File: config.mk
export PLATFORM = sky130hd
export DESIGN_NAME = ysyx_22050243_inst_encoder
export DESIGN_NICKNAME = d
export VERILOG_FILES = /design/src/rtl/ysyx_22050243_inst_encoder.sv
export SDC_FILE = /design/constraint.sdc
export NUM_CORES = 1
export LEC_CHECK = 0
export ABC_AREA = 1
export BUFFER_PORTS_ARGS = -buffer_cell sky130_fd_sc_hd__clkbuf_2
export CORE_MARGIN = 5
export CORE_UTILIZATION = 35
export CTS_BUF_LIST = sky130_fd_sc_hd__clkbuf_16
export CTS_CLUSTER_DIAMETER = 30
export DETAILED_ROUTE_END_ITERATION = 12
export HOLD_SLACK_MARGIN = 0.08
export PLACE_DENSITY = 0.68
export SYNTH_ARGS = -nofsm -noshare
export SYNTH_HDL_FRONTEND = slang
export SYNTH_SLANG_ARGS = --single-unit
File: constraint.sdc
create_clock -name clk -period 5.15 [get_ports clk]
set_input_delay 0.2575 -clock clk [delete_from_list [all_inputs] [get_ports clk]]
set_output_delay 0.2575 -clock clk [all_outputs]
set_load 0.005 [all_outputs]
File: src/rtl/ysyx_22050243_inst_encoder.sv
// Instruction encoder: packs format/opcode/register/funct/immediate fields into a
// 32-bit RV64 instruction word. The immediate is range-checked so that the
// immediate generator's decode of the emitted word returns the supplied value.
// Results are buffered in a 2-entry FIFO with valid/ready on both sides.
module ysyx_22050243_inst_encoder #(
  parameter int IBUS_DATA_WIDTH = 32,
  parameter int DBUS_DATA_WIDTH = 64
) (
  input  logic                       clk,
  input  logic                       rst,
  input  logic                       in_valid,
  output logic                       in_ready,
  input  logic [2:0]                 in_fmt,
  input  logic [6:0]                 in_opcode,
  input  logic [4:0]                 in_rd,
  input  logic [4:0]                 in_rs1,
  input  logic [4:0]                 in_rs2,
  input  logic [2:0]                 in_funct3,
  input  logic [6:0]                 in_funct7,
  input  logic [DBUS_DATA_WIDTH-1:0] in_imm,
  output logic                       out_valid,
  input  logic                       out_ready,
  output logic [IBUS_DATA_WIDTH-1:0] out_inst,
  output logic                       out_err,
  output logic [15:0]                err_cnt
);

  localparam int DW = DBUS_DATA_WIDTH;

  logic [31:0] enc_inst;
  logic        enc_err;

  // Upper immediate bits must be a pure sign extension of the encodable field.
  logic fits12, fits13, fits20, fits21;
  assign fits12 = (&in_imm[DW-1:11]) | ~(|in_imm[DW-1:11]);
  assign fits13 = (&in_imm[DW-1:12]) | ~(|in_imm[DW-1:12]);
  assign fits20 = (&in_imm[DW-1:19]) | ~(|in_imm[DW-1:19]);
  assign fits21 = (&in_imm[DW-1:20]) | ~(|in_imm[DW-1:20]);

  // Field packing and error detection; out-of-range immediates still encode truncated bits.
  always_comb begin
    enc_inst = '0;
    enc_err  = 1'b0;
    case (in_fmt)
      3'd0: enc_inst = {in_funct7, in_rs2, in_rs1, in_funct3, in_rd, in_opcode};
      3'd1: begin
        enc_inst = {in_imm[11:0], in_rs1, in_funct3, in_rd, in_opcode};
        enc_err  = ~fits12;
      end
      3'd2: begin
        enc_inst = {in_imm[11:5], in_rs2, in_rs1, in_funct3, in_imm[4:0], in_opcode};
        enc_err  = ~fits12;
      end
      3'd3: begin
        enc_inst = {in_imm[12], in_imm[10:5], in_rs2, in_rs1, in_funct3,
                    in_imm[4:1], in_imm[11], in_opcode};
        enc_err  = ~fits13 | in_imm[0];
      end
      3'd4: begin
        enc_inst = {in_imm[19:0], in_rd, in_opcode};
        enc_err  = ~fits20;
      end
      3'd5: begin
        enc_inst = {in_imm[20], in_imm[10:1], in_imm[11], in_imm[19:12], in_rd, in_opcode};
        enc_err  = ~fits21 | in_imm[0];
      end
      default: begin
        enc_inst = '0;
        enc_err  = 1'b1;
      end
    endcase
  end

  logic [IBUS_DATA_WIDTH-1:0] mem_inst [2];
  logic                       mem_err  [2];
  logic                       wr_ptr, rd_ptr;
  logic [1:0]                 count, count_nxt;
  logic                       push, pop;

  assign out_valid = (count != 2'd0);
  assign push      = in_valid & in_ready;
  assign pop       = out_valid & out_ready;
  assign out_inst  = out_valid ? mem_inst[rd_ptr] : '0;
  assign out_err   = out_valid ? mem_err[rd_ptr]  : 1'b0;

  // Occupancy after this edge; push+pop together leaves it unchanged.
  always_comb begin
    count_nxt = count;
    case ({push, pop})
      2'b10:   count_nxt = count + 2'd1;
      2'b01:   count_nxt = count - 2'd1;
      default: count_nxt = count;
    endcase
  end

  // FIFO storage, pointers and a registered in_ready (no path from out_ready).
  always_ff @(posedge clk) begin
    if (rst) begin
      count       <= 2'd0;
      wr_ptr      <= 1'b0;
      rd_ptr      <= 1'b0;
      in_ready    <= 1'b1;
      mem_inst[0] <= '0;
      mem_inst[1] <= '0;
      mem_err[0]  <= 1'b0;
      mem_err[1]  <= 1'b0;
    end else begin
      if (push) begin
        mem_inst[wr_ptr] <= enc_inst[IBUS_DATA_WIDTH-1:0];
        mem_err[wr_ptr]  <= enc_err;
        wr_ptr           <= ~wr_ptr;
      end
      if (pop) rd_ptr <= ~rd_ptr;
      count    <= count_nxt;
      in_ready <= (count_nxt < 2'd2);
    end
  end

  // Saturating count of accepted requests that carried an error.
  always_ff @(posedge clk) begin
    if (rst)                                   err_cnt <= '0;
    else if (push && enc_err && err_cnt != '1) err_cnt <= err_cnt + 16'd1;
  end

endmodule

After elaboration in Yosys (flattened, before gate mapping)
Memories as Yosys holds them, arrays and structs flattened. A register that Yosys moved wholly into a read port is not among the register bits.
Index checks and enable logic that the tools add are counted.
{"block": "totals", "reg_bits": 21, "mem_bits_rw": 66, "in_bits": 103, "out_inout_bits": 51, "mem_count": 2}
{"block": "classes", "addsub": 3, "n_lt_le_gt_ge": 1, "eq_ne": 8, "mux": 20, "bitwise_logic": 18, "reduce_logical": 15}
{"memory": "mem_inst", "words": 2, "width": 32, "rd": 1, "rd_ports_with_merged_regs": 1, "wr": 2, "line": "74", "source": "logic [IBUS_DATA_WIDTH-1:0] mem_inst [2];"}
{"memory": "mem_err", "words": 2, "width": 1, "rd": 1, "rd_ports_with_merged_regs": 1, "wr": 2, "line": "75", "source": "logic mem_err [2];"}
{"operator": "$pmux W32 S6", "count": 1}
{"operator": "$mux W32", "count": 2}
{"operator": "$reduce_and A53 Y1", "count": 1}
{"operator": "$reduce_or A53 Y1", "count": 1}
{"operator": "$reduce_and A52 Y1", "count": 1}
{"operator": "$reduce_or A52 Y1", "count": 1}
{"operator": "$reduce_and A45 Y1", "count": 1}
{"operator": "$reduce_or A45 Y1", "count": 1}
{"operator": "$reduce_and A44 Y1", "count": 1}
{"operator": "$reduce_or A44 Y1", "count": 1}
{"operator": "$reduce_or A32 Y1", "count": 1}
{"operator": "$add A16 B1 Y16 const B", "count": 1}
{"operator": "$ne A16 B16 Y1 const B", "count": 1}
{"operator": "$mux W1", "count": 15}
{"operator": "$not A1 Y1", "count": 10}
{"operator": "$eq A3 B2 Y1 const B", "count": 2}
{"operator": "$eq A3 B3 Y1 const B", "count": 2}
{"operator": "$or A1 B1 Y1", "count": 6}
{"operator": "$pmux W1 S5", "count": 1}
{"operator": "$pmux W2 S2", "count": 1}
{"operator": "$eq A3 B1 Y1 const B", "count": 1}
{"operator": "$logic_not A3 Y1", "count": 1}
{"operator": "$add A2 B1 Y2 const B", "count": 1}
{"operator": "$and A1 B1 Y1", "count": 2}
{"operator": "other kinds (8)", "count": 9}

Logic depth before layout (Yosys ltp)
{"block": "depth", "word_depth": 8, "depth_mapped": 16, "mapped_depth_nobuf": 15}

Worst setup path after synthesis
Ideal clock, no wire load.
{"block": "synth_timing", "path_type": "register to register", "from": "register in_ready", "to": "memory mem_err[0] (enable)", "arrival_ns": 1.808, "slack_ns": 2.951, "stages_incl_launch_ff": 6, "path_buffers": 1, "synth_period_minus_slack_ns": 2.199, "path_cell_list": "dfxtp_1 -> nand2_1 -> nor3_1 -> inv_1 -> clkbuf_1 -> nand2_1"}
{"element": "start: declaration", "line": "12", "source": "output logic in_ready,"}
{"element": "start signal: assignment", "line": "115", "source": "in_ready <= (count_nxt < 2'd2);"}
{"element": "end: declaration", "line": "75"}

==> results.sh <==
export IMPL_drt_iter0_markers=382
export IMPL_dieWidth_um=137
export IMPL_areaGrowthSynthToFinish_pct=22.1
export IMPL_drc=0
export IMPL_antenna_left=0
export IMPL_yosysSeqAreaShare=0.427
export IMPL_cts_root_buf="clkbuf_16"
export IMPL_syn_num_nets=952
export IMPL_layout_cells_most_common="nand2_1"
export IMPL_seqPwrFrac=0.423
export IMPL_maxSlewViolCount=0
export IMPL_max_cap_violations=0
export IMPL_drt_wl_total_mm=15.9
export IMPL_hold_depth=4
export IMPL_cts_hold_buf=0
export IMPL_grt_pass1_vias=5126
export IMPL_synth_simple_area_share=0.386
export IMPL_p_clk_frac=0.313
export IMPL_combPwrFrac=0.263
export IMPL_reg2reg_depth=6
export IMPL_fin_area_um2=6920
export IMPL_numCtsBuffers=9
export IMPL_yosys_warnings=0
export IMPL_htree_levels=3
export IMPL_nets=1095
export IMPL_tightestPinTransition_ns=1.04
export IMPL_synth_avg_cell_area_um2=6.70
export IMPL_tns_ns=0
export IMPL_fin_crit_sh=0.486
export IMPL_synthAdderAreaFrac=0.00441
export IMPL_synth_top_family_by_area="simple AND/OR/NAND/NOR gates"
export IMPL_rows=46
export IMPL_io_pins=154
export IMPL_slew_headroom=0.306
export IMPL_netlist_instances=847
export IMPL_post_cts_buffers=0
export IMPL_dp_hpwl_mm=12.3
export IMPL_wl_per_cell_um=13.1
export IMPL_hold_viol_final=0
export IMPL_clock_latency_ns=0.34
export IMPL_crit_type="reg -> out"
export IMPL_period_needed_ns=2.50
export IMPL_port_buffers=153
export IMPL_synth_cell_types=30
export IMPL_synth_compound_area_share=0.0702
export IMPL_firstDrtPassIters=6
export IMPL_final_cell_mix="nand2_1 (306), clkbuf_2 (153), nor2_1 (131)"
export IMPL_vias=5674
export IMPL_fin_skew_ns=0.00539
export IMPL_power_leakage_nw=3.39
export IMPL_endpoint_kind="output port"
export IMPL_synthXorXnorAreaFrac=0.00154
export IMPL_arrival_ns=2.25
export IMPL_rsz0062_at_grt="false"
export IMPL_worst_setup_path_start_kind="flop"
export IMPL_grt_max_degree=35
export IMPL_hold_path_class="in -> reg"
export IMPL_fmax_ghz=0.399
export IMPL_clk_pin_slew_ns=0.06
export IMPL_post_dp_cell_area_um2=6630
export IMPL_grt_overflow=0
export IMPL_muxShareOfSynthArea=0
export IMPL_gp_congestion=0.874
export IMPL_track_usage=0.170
export IMPL_ys_seq_elements=88
export IMPL_dieHeight_um=137
export IMPL_internal_power_w=0.00139
export IMPL_p_per_area_nw_per_um2=295
export IMPL_swShare=0.320
export IMPL_power_switching_w=0.000654
export IMPL_dp_cells=1195
export IMPL_grt_pass1_wl_mm=25.3
export IMPL_die_area_um2=18900
export IMPL_layout_drive_gt1_share=0.195
export IMPL_cts_resized=0
export IMPL_ir_drop_mv=0.167
export IMPL_status="finished clean"
export IMPL_cts_sinks=88
export IMPL_cts_tree="yes"
export IMPL_cp_required_ns=4.89
export IMPL_viasPerCell=4.69
export IMPL_setup_viol=0
export IMPL_initial_core_util=0.357
export IMPL_finalNonFillerCells=1211
export IMPL_hold_slack_ns=0.272
export IMPL_grt_antenna_before_repair=1
export IMPL_syn_area_um2=5670
export IMPL_cts_buffer_depth=2
export IMPL_core_area_um2=15900
export IMPL_crit_fanout=34
routing by layer:
| layer | wire length [µm] | part of all wire | global-route usage |
|---|---|---|---|
| met1 | 6820 | 0.43 | 0.224 |
| met2 | 7420 | 0.47 | 0.285 |
| met3 | 1300 | 0.082 | 0.0299 |
| met4 | 323 | 0.020 | 0.0554 |
| met5 | 0 | 0 | 0 |
cells by family (layout without fill, tap and decap cells):
| group | Yosys count | count (layout) |
|---|---|---|
| AND/OR/NAND/NOR | 530 | 530 |
| buffers and inverters | 160 | 307 |
| XOR/XNOR | 1 | 1 |
| adder cells (fa/ha/maj) | 2 | 2 |
| flip-flops | 88 | 88 |
| other | 0 | 1 |
| AO/OA/AOI/OAI | 66 | 66 |
power by group through the flow:
stage	clock network, W	logic [W]	registers [W]
final	0.000641	0.000538	0.000866
after global routing	0.000684	0.000609	0.000872
after CTS	0.000651	0.000546	0.000866
after detailed placement	0	0.000545	0.000881
after global placement	0	0.000538	0.000879
after floorplan	0	0.000321	0.000876
worst max-delay path: stages (launching register included):
cell	delay (ns)
dfxtp_1	0.29
buf_4	0.24
inv_1	0.80
nand2_1	0.12
a21oi_1	0.29
clkbuf_2	0.17
synth_stat cells, drive strengths merged:
| library cell | count | area share |
|---|---|---|
| dfxtp | 22 | 0.078 |
| ha | 2 | 0.0044 |
| or2 | 1 | 0.0011 |
| nor3 | 24 | 0.021 |
| o21ai | 8 | 0.0071 |
| nor4 | 1 | 0.0011 |
| inv | 116 | 0.077 |
| nand2 | 306 | 0.20 |
| nand4 | 25 | 0.028 |
| buf | 11 | 0.012 |
| o211ai | 8 | 0.011 |
| and2 | 1 | 0.0011 |
| o221ai | 9 | 0.014 |
| nand3 | 31 | 0.031 |
| edfxtp | 66 | 0.35 |
| a21oi | 36 | 0.032 |
| xnor2 | 1 | 0.0015 |
| a221oi | 3 | 0.0046 |
| nor2 | 141 | 0.10 |
| a31oi | 2 | 0.0022 |
| clkbuf | 16 | 0.011 |
| clkinv | 17 | 0.011 |
state kept, by name, indices dropped and copies added, names as in the netlist, named ones only:
signal / flops
err_cnt: 16
mem_inst: 64
count: 2
wr_ptr: 1
mem_err: 2
rd_ptr: 1
in_ready: 1
area by class of cell:
type,count,area [µm²]
diodes,1,2.50
clock buffers,9,225
clock inverters,6,62.6
fillers,1707,8960
inverters,133,502
multi-input cells,599,2630
flip-flops and latches,88,2420
well taps,216,270
repair buffers,159,811
per-stage QoR:
step,utilization,setup slack [ns],power [W]
floorplan,-,2.95,0.00120
global placement,0.418,2.65,0.00142
detailed placement,0.418,2.63,0.00143
CTS,0.436,2.63,0.00206
global route,0.436,2.48,0.00217
finish,0.436,2.65,0.00204
worst paths after layout:
kind | from | endpoint | slack, ns
hold reg to reg | rd_ptr$_SDFFE_PP0P_ | rd_ptr$_SDFFE_PP0P_ | 0.46
hold / removal | out_ready | rd_ptr$_SDFFE_PP0P_ | 0.27
setup / recovery | flop | out_inst[23] | 2.65
setup reg to reg | in_ready$_SDFF_PP1_ | mem_inst[0][6]$_SDFFCE_PN0P_ | 2.66
Power figures use the tool's default switching activity.
